$ cat config.mk
export PLATFORM = sky130hd
export DESIGN_NAME = serial_ripple_adder
export DESIGN_NICKNAME = d
export VERILOG_FILES = /design/src/rtl/serial_ripple_adder.sv
export SDC_FILE = /design/constraint.sdc
export NUM_CORES = 1
export LEC_CHECK = 0
export ABC_CLOCK_PERIOD_IN_PS = 1600
export CAP_MARGIN = 15
export CORE_MARGIN = 2
export CORE_UTILIZATION = 25
export DETAILED_ROUTE_END_ITERATION = 7
export PLACE_DENSITY_LB_ADDON = 0.1
export SYNTH_ARGS = -nofsm -noshare
export SYNTH_HDL_FRONTEND = slang
export SYNTH_SLANG_ARGS = --single-unit
$ cat constraint.sdc
create_clock -name clk -period 1.6 [get_ports clk]
set_input_delay 0.32 -clock clk [delete_from_list [all_inputs] [get_ports clk]]
set_output_delay 0.32 -clock clk [all_outputs]
set_load 0.05 [all_outputs]
$ cat src/rtl/serial_ripple_adder.sv
// Bit-serial WIDTH-bit adder: two half-adder stages plus a carry flop, one bit per clock, LSB first.
// Optional subtract mode under `SERIAL_ADD_SUB_EN` (adds the sub port; B inverted, carry seeded with 1).
module serial_ripple_adder #(
   parameter int WIDTH = 8
) (
   input  logic             clk,
   input  logic             rst_n,
   input  logic             ena,
   input  logic             start,
   output logic             in_ready,
   input  logic [WIDTH-1:0] op_a,
   input  logic [WIDTH-1:0] op_b,
`ifdef SERIAL_ADD_SUB_EN
   input  logic             sub,
`endif
   output logic             busy,
   output logic [WIDTH-1:0] result,
   output logic             carry_out,
   output logic             result_valid,
   input  logic             result_ready
);

   localparam int CNT_W = $clog2(WIDTH) + 1;
   localparam logic [CNT_W-1:0] LAST_CNT = CNT_W'(WIDTH - 1);

   typedef enum logic [1:0] {
      S_IDLE,
      S_RUN,
      S_DONE
   } state_t;

   state_t           r_state;
   state_t           w_state_nxt;
   logic [WIDTH-1:0] r_a;
   logic [WIDTH-1:0] r_b;
   logic [WIDTH-1:0] r_result;
   logic [CNT_W-1:0] r_count;
   logic             r_carry;
   logic             r_cout;

   logic             w_accept;
   logic             w_last;
   logic [WIDTH-1:0] w_b_load;
   logic             w_cin;
   logic             w_ha1_s;
   logic             w_ha1_c;
   logic             w_ha2_s;
   logic             w_ha2_c;
   logic             w_sum;
   logic             w_carry_nxt;

`ifdef SERIAL_ADD_SUB_EN
   // a - b == a + ~b + 1; carry_out=1 then means no borrow
   assign w_b_load = sub ? ~op_b : op_b;
   assign w_cin    = sub;
`else
   assign w_b_load = op_b;
   assign w_cin    = 1'b0;
`endif

   // Full add from two half adders: (A^B, A&B) then (s1^c, s1&c)
   assign w_ha1_s     = r_a[0] ^ r_b[0];
   assign w_ha1_c     = r_a[0] & r_b[0];
   assign w_ha2_s     = w_ha1_s ^ r_carry;
   assign w_ha2_c     = w_ha1_s & r_carry;
   assign w_sum       = w_ha2_s;
   assign w_carry_nxt = w_ha1_c | w_ha2_c;

   always_ff @(posedge clk or negedge rst_n) begin
      if (!rst_n) r_state <= S_IDLE;
      else        r_state <= w_state_nxt;
   end

   always_comb begin
      w_state_nxt  = r_state;
      in_ready     = 1'b0;
      busy         = 1'b0;
      result_valid = 1'b0;
      w_accept     = 1'b0;
      w_last       = 1'b0;
      case (r_state)
         S_IDLE: begin
            in_ready = 1'b1;
            if (ena && start) begin
               w_accept    = 1'b1;
               w_state_nxt = S_RUN;
            end
         end
         S_RUN: begin
            busy = 1'b1;
            if (ena && (r_count == LAST_CNT)) begin
               w_last      = 1'b1;
               w_state_nxt = S_DONE;
            end
         end
         S_DONE: begin
            result_valid = 1'b1;
            if (ena && result_ready) w_state_nxt = S_IDLE;
         end
         default: w_state_nxt = S_IDLE;
      endcase
   end

   always_ff @(posedge clk or negedge rst_n) begin
      if (!rst_n) begin
         r_a      <= '0;
         r_b      <= '0;
         r_result <= '0;
         r_count  <= '0;
         r_carry  <= 1'b0;
         r_cout   <= 1'b0;
      end else if (ena) begin
         if (w_accept) begin
            r_a      <= op_a;
            r_b      <= w_b_load;
            r_carry  <= w_cin;
            r_count  <= '0;
            r_result <= '0;
         end else if (r_state == S_RUN) begin
            r_a      <= r_a >> 1;
            r_b      <= r_b >> 1;
            r_carry  <= w_carry_nxt;
            r_result <= {w_sum, r_result[WIDTH-1:1]};
            // Counter parks at WIDTH-1 on the final bit rather than wrapping
            if (w_last) r_cout  <= w_carry_nxt;
            else        r_count <= r_count + CNT_W'(1);
         end
      end
   end

   assign result    = r_result;
   assign carry_out = r_cout;

endmodule

==> flow_summary.json, run 1 <==
{
  "antenna_found_initial": 0,
  "finalSetupViolCount": 0,
  "n_antenna_cell": 0,
  "portBuffers": 32,
  "critical_path_arrival_ns": 1.71,
  "dpl_worst_slack_ns": -0.239,
  "filler_cell_count": 545,
  "finalHoldViolations": 0,
  "final.period_utilization_pct": 96.4,
  "pd_cells_nw_per_um2": 1830,
  "critical_path_class": "in2reg",
  "drt_iter0_drc": 59,
  "post_synth_main_area_contributors": "sky130_fd_sc_hd__dfrtp_1 56%, sky130_fd_sc_hd__a22o_1 10%, sky130_fd_sc_hd__a21o_1 5.7%, sky130_fd_sc_hd__mux2i_1 3.5%, sky130_fd_sc_hd__nand2_1 2.9%",
  "seqCellArea_um2": 801,
  "total_negative_setup_slacks_ns": 0,
  "timing.clock.skew_ns": 0.00499,
  "number_of_nets_in_the_synthesized_netlist": 142,
  "start_util_pct": 26.0,
  "postSynthCellCount": 119,
  "detail_route.wirelength_um": 3250,
  "die_height_um": 79.9,
  "grt_first_pass_wirelength_um": 5510,
  "final_hold_slack_ns": 0.452,
  "rows": 27,
  "slew_headroom_pct": 72.4,
  "achievable-frequency_mhz": 648,
  "grtUsageTotal_pct": 11.4,
  "drv.max_cap_violation_count": 0,
  "sequential_fraction_of_the_synthesis_area_pct": 55.6,
  "yosysWarnings": 0,
  "rsz0062_at_grt": "false",
  "htree_num_levels": 2,
  "final.min_clock_period_ns": 1.54,
  "tightestPinTransition_ns": 0.414,
  "path_clk_slew_ns": 0.06,
  "post_synth.cell_area_avg_um2": 12.1,
  "insertion_delay_ns": 0.28,
  "slew_violations": 0,
  "synth_cell_types": 27,
  "num_cts_buffers": 5,
  "layout.cell_area.non_filler_um2": 2100,
  "place_hpwl_um": 2280,
  "finish.net_count": 186,
  "vdd_drop_max_v": 0.000516,
  "coreArea_um2": 5540,
  "run_status": "complete, no violations",
  "grt_pass1_vias": 1154,
  "flip_flop_and_latch_count_after_synthesis": 32,
  "final.setup.worst_slack_ns": 0.0577,
  "die-area_um2": 6390,
  "postCtsHoldBufs": 0,
  "synth_largest_area_cell": "sky130_fd_sc_hd__dfrtp_1",
  "tritoncts": "built",
  "router_iterations_before_antenna_repair": 4,
  "critical_path_required_ns": 1.77,
  "die_width_um": 79.9,
  "mappedNetlistArea_um2": 1440,
  "place_area_um2": 1990,
  "total_area_of_multi_input_combinational_cells_um2": 574,
  "clock-root-buffer": "sky130_fd_sc_hd__clkbuf_8",
  "vias_per_cell": 4.63,
  "grt_start_max_net_pins": 33,
  "cts.sinks": 32,
  "area.growth.synth_to_final_pct": 45.8,
  "remaining_drc_errors": 0,
  "layout-drive-gt1-share_pct": 22.0,
  "cp-end-kind": "register",
  "ant_nets": 0,
  "top_level_ports": 33,
  "place.gp.congestion": 0.734,
  "wl_per_cell_um": 13.8,
  "ctsLongestPathBuffers": 2,
  "critical_path_peak_fanout": 8,
  "power_leakage_nw": 1.02,
  "postCtsSetupRepairBufs": 0,
  "synth_largest_type_area_fraction_pct": 55.6,
  "crit_path_start_kind": "input pin",
  "post_cts_resize_count": 0,
  "globalRoute.totalOverflow": 0,
  "num_vias": 1093,
  "hold_path.class": "in2async"
}
-- state kept, by name, indices dropped and copies added, names as in the netlist --
name       cells
carry_out      1
r_a            8
r_b            8
r_carry        1
result         8
r_state        2
r_count        4
-- cells by family after synthesis --
group           synth area share [%]
compound gates                  21.2
fa+ha+maj                       2.26
buf+inv                         4.60
flops                           55.6
mux                             4.25
simple gates                    12.2
-- metal layers --
metal / up-vias / GRT usage (%) / part of all wire, %
li1: 527 / - / -
met1: 545 / 14.1 / 46
met2: 19 / 18.0 / 50
met3: 2 / 4.52 / 4.0
met4: 0 / 3.56 / 0.77
met5: - / 0 / 0
-- power breakdown --
group	leakage, nW	internal, mW	total [mW]	switching, mW
clock	0.0552	0.462	0.745	0.284
sequential	0.417	1.13	1.41	0.276
combinational	0.553	0.855	1.69	0.832
-- area by class of cell --
| class | instances | share of cell area (%) |
|---|---|---|
| clock buffers | 6 | 3.45 |
| clock inverters | 2 | 1.67 |
| multi-input cells | 79 | 27.3 |
| flip-flops and latches | 32 | 38.1 |
| well taps | 72 | 4.29 |
| repair buffers | 45 | 25.2 |
-- synthesized netlist by cell type --
master and instances:
sky130_fd_sc_hd__a21oi_1 6, sky130_fd_sc_hd__nor2_4 1, sky130_fd_sc_hd__a311oi_1 1, sky130_fd_sc_hd__nor2_1 3
sky130_fd_sc_hd__and4bb_1 1, sky130_fd_sc_hd__mux2i_1 5, sky130_fd_sc_hd__ha_1 1, sky130_fd_sc_hd__a21o_1 11
sky130_fd_sc_hd__and4_1 1, sky130_fd_sc_hd__buf_6 3, sky130_fd_sc_hd__nand3_1 1, sky130_fd_sc_hd__and3b_1 2
sky130_fd_sc_hd__nor2b_1 2, sky130_fd_sc_hd__nand2_1 11, sky130_fd_sc_hd__dfrtp_1 32, sky130_fd_sc_hd__buf_2 2
sky130_fd_sc_hd__o21ai_0 5, sky130_fd_sc_hd__mux2_2 1, sky130_fd_sc_hd__a32o_1 1, sky130_fd_sc_hd__nor3_2 1
sky130_fd_sc_hd__fa_1 1, sky130_fd_sc_hd__and2b_1 1, sky130_fd_sc_hd__nand3b_1 2, sky130_fd_sc_hd__or4_1 1
sky130_fd_sc_hd__buf_4 3, sky130_fd_sc_hd__a22o_1 17, sky130_fd_sc_hd__nor3_1 3
-- critical path, cell delays in order --
cell                              delay, ns
sky130_fd_sc_hd__clkdlybuf4s50_1       0.49
sky130_fd_sc_hd__and4bb_2              0.34
sky130_fd_sc_hd__buf_4                 0.18
sky130_fd_sc_hd__a22o_1                0.23
sky130_fd_sc_hd__a21o_1                0.15
-- stage by stage --
step	instances	util [%]	power, mW
after floorplan	119	-	2.36
after CTS	236	37.9	3.90
final	236	37.9	3.84
after global routing	236	37.9	4.09
after detailed placement	228	35.9	3.13
after global placement	228	35.9	3.08
-- path summary, 6_finish.rpt --
check / from / endpoint / slack (ns) / cells past startpoint
setup / recovery: ena / r_b[4] / 0.06 / 5
hold / removal: rst_n / r_state[1] / 0.45 / 2
setup reg to reg: r_state[0] / r_b[4] / 0.16 / 4
hold reg to reg: r_b[1] / r_b[1] / 0.48 / 1
max in group asynchronous: rst_n / result[4] / 0.85 / 2
min in group clk: r_b[1] / r_b[1] / 0.48 / 1
-- cells in the final DEF (no fill, tap or decap), types with 2 or more instances in the layout --
cell	synthesis	layout
sky130_fd_sc_hd__a21o_1	11	11
sky130_fd_sc_hd__a21oi_1	6	6
sky130_fd_sc_hd__a22o_1	17	17
sky130_fd_sc_hd__and3b_1	2	2
sky130_fd_sc_hd__buf_12	0	11
sky130_fd_sc_hd__buf_4	3	13
sky130_fd_sc_hd__clkbuf_8	0	5
sky130_fd_sc_hd__clkdlybuf4s50_1	0	20
sky130_fd_sc_hd__dfrtp_1	32	32
sky130_fd_sc_hd__mux2i_1	5	5
sky130_fd_sc_hd__nand2_1	11	11
sky130_fd_sc_hd__nand3b_1	2	2
sky130_fd_sc_hd__nor2_1	3	3
sky130_fd_sc_hd__nor2b_1	2	2
sky130_fd_sc_hd__nor3_1	3	3
sky130_fd_sc_hd__o21ai_0	5	5
Power figures use the tool's default switching activity.
==> run 2, diff against run 1 <==
- DONT_BUFFER_PORTS: unset -> 1
==> run 2 against run 1 <==
Maximum frequency increased by 1.5%. Flip-flop and latch count unchanged. Die area unchanged. Power decreased by 9.6%. Critical path depth decreased by 2. Hold slack got worse by 0.31 ns. Core utilization decreased by 6.8 points. Combinational power decreased by 45%. Clock-buffer cell count increased by 1. Via count decreased by 12%. Cell count decreased by 15%. Critical path type is now reg2out. Critical endpoint is now result_valid. Highest routed layer unchanged.
==> flow_summary.json, run 2 (synthesis results as in run 1) <==
{
  "run_status": "complete, no violations",
  "die-area_um2": 6390,
  "insertion_delay_ns": 0.28,
  "hold_depth": 1,
  "holdCritStartpoint": "ena",
  "crit_slowest_cell": "sky130_fd_sc_hd__dfrtp_1",
  "remaining_drc_errors": 0,
  "pd_cells_nw_per_um2": 2020,
  "coreArea_um2": 5540,
  "critical_path_peak_fanout": 5,
  "holdPathEnd": "r_state[0]",
  "layout-drive-gt1-share_pct": 15.5,
  "ctsLongestPathBuffers": 2,
  "area.growth.synth_to_final_pct": 19.5,
  "final.min_clock_period_ns": 1.52,
  "rows": 27,
  "finish.net_count": 151,
  "critPathTopFamily": "flip-flops",
  "die_width_um": 79.9,
  "vias_per_cell": 4.78,
  "crit_path_start_kind": "register",
  "drt_iter0_drc": 62,
  "top_level_ports": 33,
  "num_cts_buffers": 5,
  "n_antenna_cell": 0,
  "grt_pass1_vias": 926,
  "critical_path_class": "reg2out",
  "detail_route.wirelength_um": 3100,
  "num_vias": 961,
  "clock-root-buffer": "sky130_fd_sc_hd__clkbuf_8",
  "finalHoldViolations": 0,
  "timing.clock.skew_ns": 0.00449,
  "router_iterations_before_antenna_repair": 5,
  "power_leakage_nw": 0.853,
  "start_util_pct": 26.0,
  "layout_commonest_cell": "sky130_fd_sc_hd__dfrtp_1",
  "path_clk_slew_ns": 0.06,
  "r2r_cells": 5,
  "grt_start_max_net_pins": 33,
  "wl_per_cell_um": 15.4,
  "total_negative_setup_slacks_ns": 0,
  "r2r_slack_ns": 0.15,
  "antenna_found_initial": 0,
  "critical_path.cell_chain": "buf_4 -> and2b_1 -> buf_6",
  "tightestPinTransition_ns": 0.519,
  "finalSetupViolCount": 0,
  "portBuffers": 0,
  "timing.critical_path.slowest_cell_delay_ns": 0.41,
  "cts.sinks": 32,
  "grtUsageTotal_pct": 10.5,
  "die_height_um": 79.9,
  "drv.max_cap_violation_count": 0,
  "layout.cells.most_common_list": "32 x sky130_fd_sc_hd__dfrtp_1, 17 x sky130_fd_sc_hd__a22o_1, 11 x sky130_fd_sc_hd__a21o_1, 11 x sky130_fd_sc_hd__nand2_1, 7 x sky130_fd_sc_hd__clkbuf_8",
  "final_hold_slack_ns": 0.146,
  "ant_nets": 0,
  "htree_num_levels": 2,
  "critPathBufInv": 2,
  "filler_cell_count": 588,
  "critical_path_arrival_ns": 1.20,
  "achievable-frequency_mhz": 658,
  "postCtsSetupRepairBufs": 0,
  "r2r_end": "r_b[7]",
  "place_hpwl_um": 2010,
  "place_area_um2": 1560,
  "cp-end-kind": "output port",
  "vdd_drop_max_v": 0.000411,
  "place.gp.congestion": 0.692,
  "layout.cell_area.non_filler_um2": 1720,
  "critical_path_required_ns": 1.28,
  "final.period_utilization_pct": 95.0,
  "tritoncts": "built",
  "hold_path.class": "in2reg",
  "rsz0062_at_grt": "false",
  "slew_headroom_pct": 65.4,
  "slew_violations": 0,
  "globalRoute.totalOverflow": 0,
  "startpoint_of_the_most_critical_register_to_register_path": "r_state[1]",
  "grt_first_pass_wirelength_um": 4990
}
run 2: where the power goes:
group	internal [mW]	switching, mW
clock network	0.549	0.306
logic	0.471	0.451
registers	1.13	0.570
run 2: worst max path at each step:
stage / slack [ns] / to / start / cells after the start
3_3_place_gp: 0.18 / result[2] / r_state[1] / 5
2_1_floorplan: 0.14 / busy / r_state[0] / 1
5_1_grt: 0.003 / result_valid / r_state[0] / 3
3_5_place_dp: 0.15 / result[4] / r_state[1] / 5
4_1_cts: 0.04 / result_valid / r_state[0] / 3
6_report: 0.08 / result_valid / r_state[0] / 3
run 2: area by class of cell:
| type | count | area (um^2) | share of cell area [%] |
|---|---|---|---|
| tap | 72 | 90.1 | 5.23 |
| multi-input combinational | 79 | 574 | 33.3 |
| timing repair buffer | 10 | 131 | 7.63 |
| clock inverter | 1 | 30.0 | 1.74 |
| clock buffer | 7 | 96.3 | 5.59 |
| sequential | 32 | 801 | 46.5 |
run 2: metrics by stage:
stage                     setup WS (ns)  instances  util (%)  power, mW
after floorplan                   0.143        119         -       2.36
after global placement            0.176        191      28.2       2.60
after detailed placement          0.154        191      28.2       2.63
after CTS                        0.0449        201      31.0       3.53
after global routing            0.00303        201      31.1       3.70
final                            0.0799        201      31.1       3.47
run 2: repair_timing:
action | 4_1_cts | 5_1_grt
resized for setup | 0 | 1
hold buffers | 2 | 0
endpoints found under the setup margin | 0 | 1
endpoints found under the hold margin | 32 | 0
run 2: metal layers:
metal / routed length, um / vias up / GRT usage [%]
met5: 0 / - / 0
met3: 188 / 7 / 4.75
met4: 52 / 0 / 4.58
li1: - / 456 / -
met1: 1450 / 472 / 13.1
met2: 1410 / 26 / 15.5
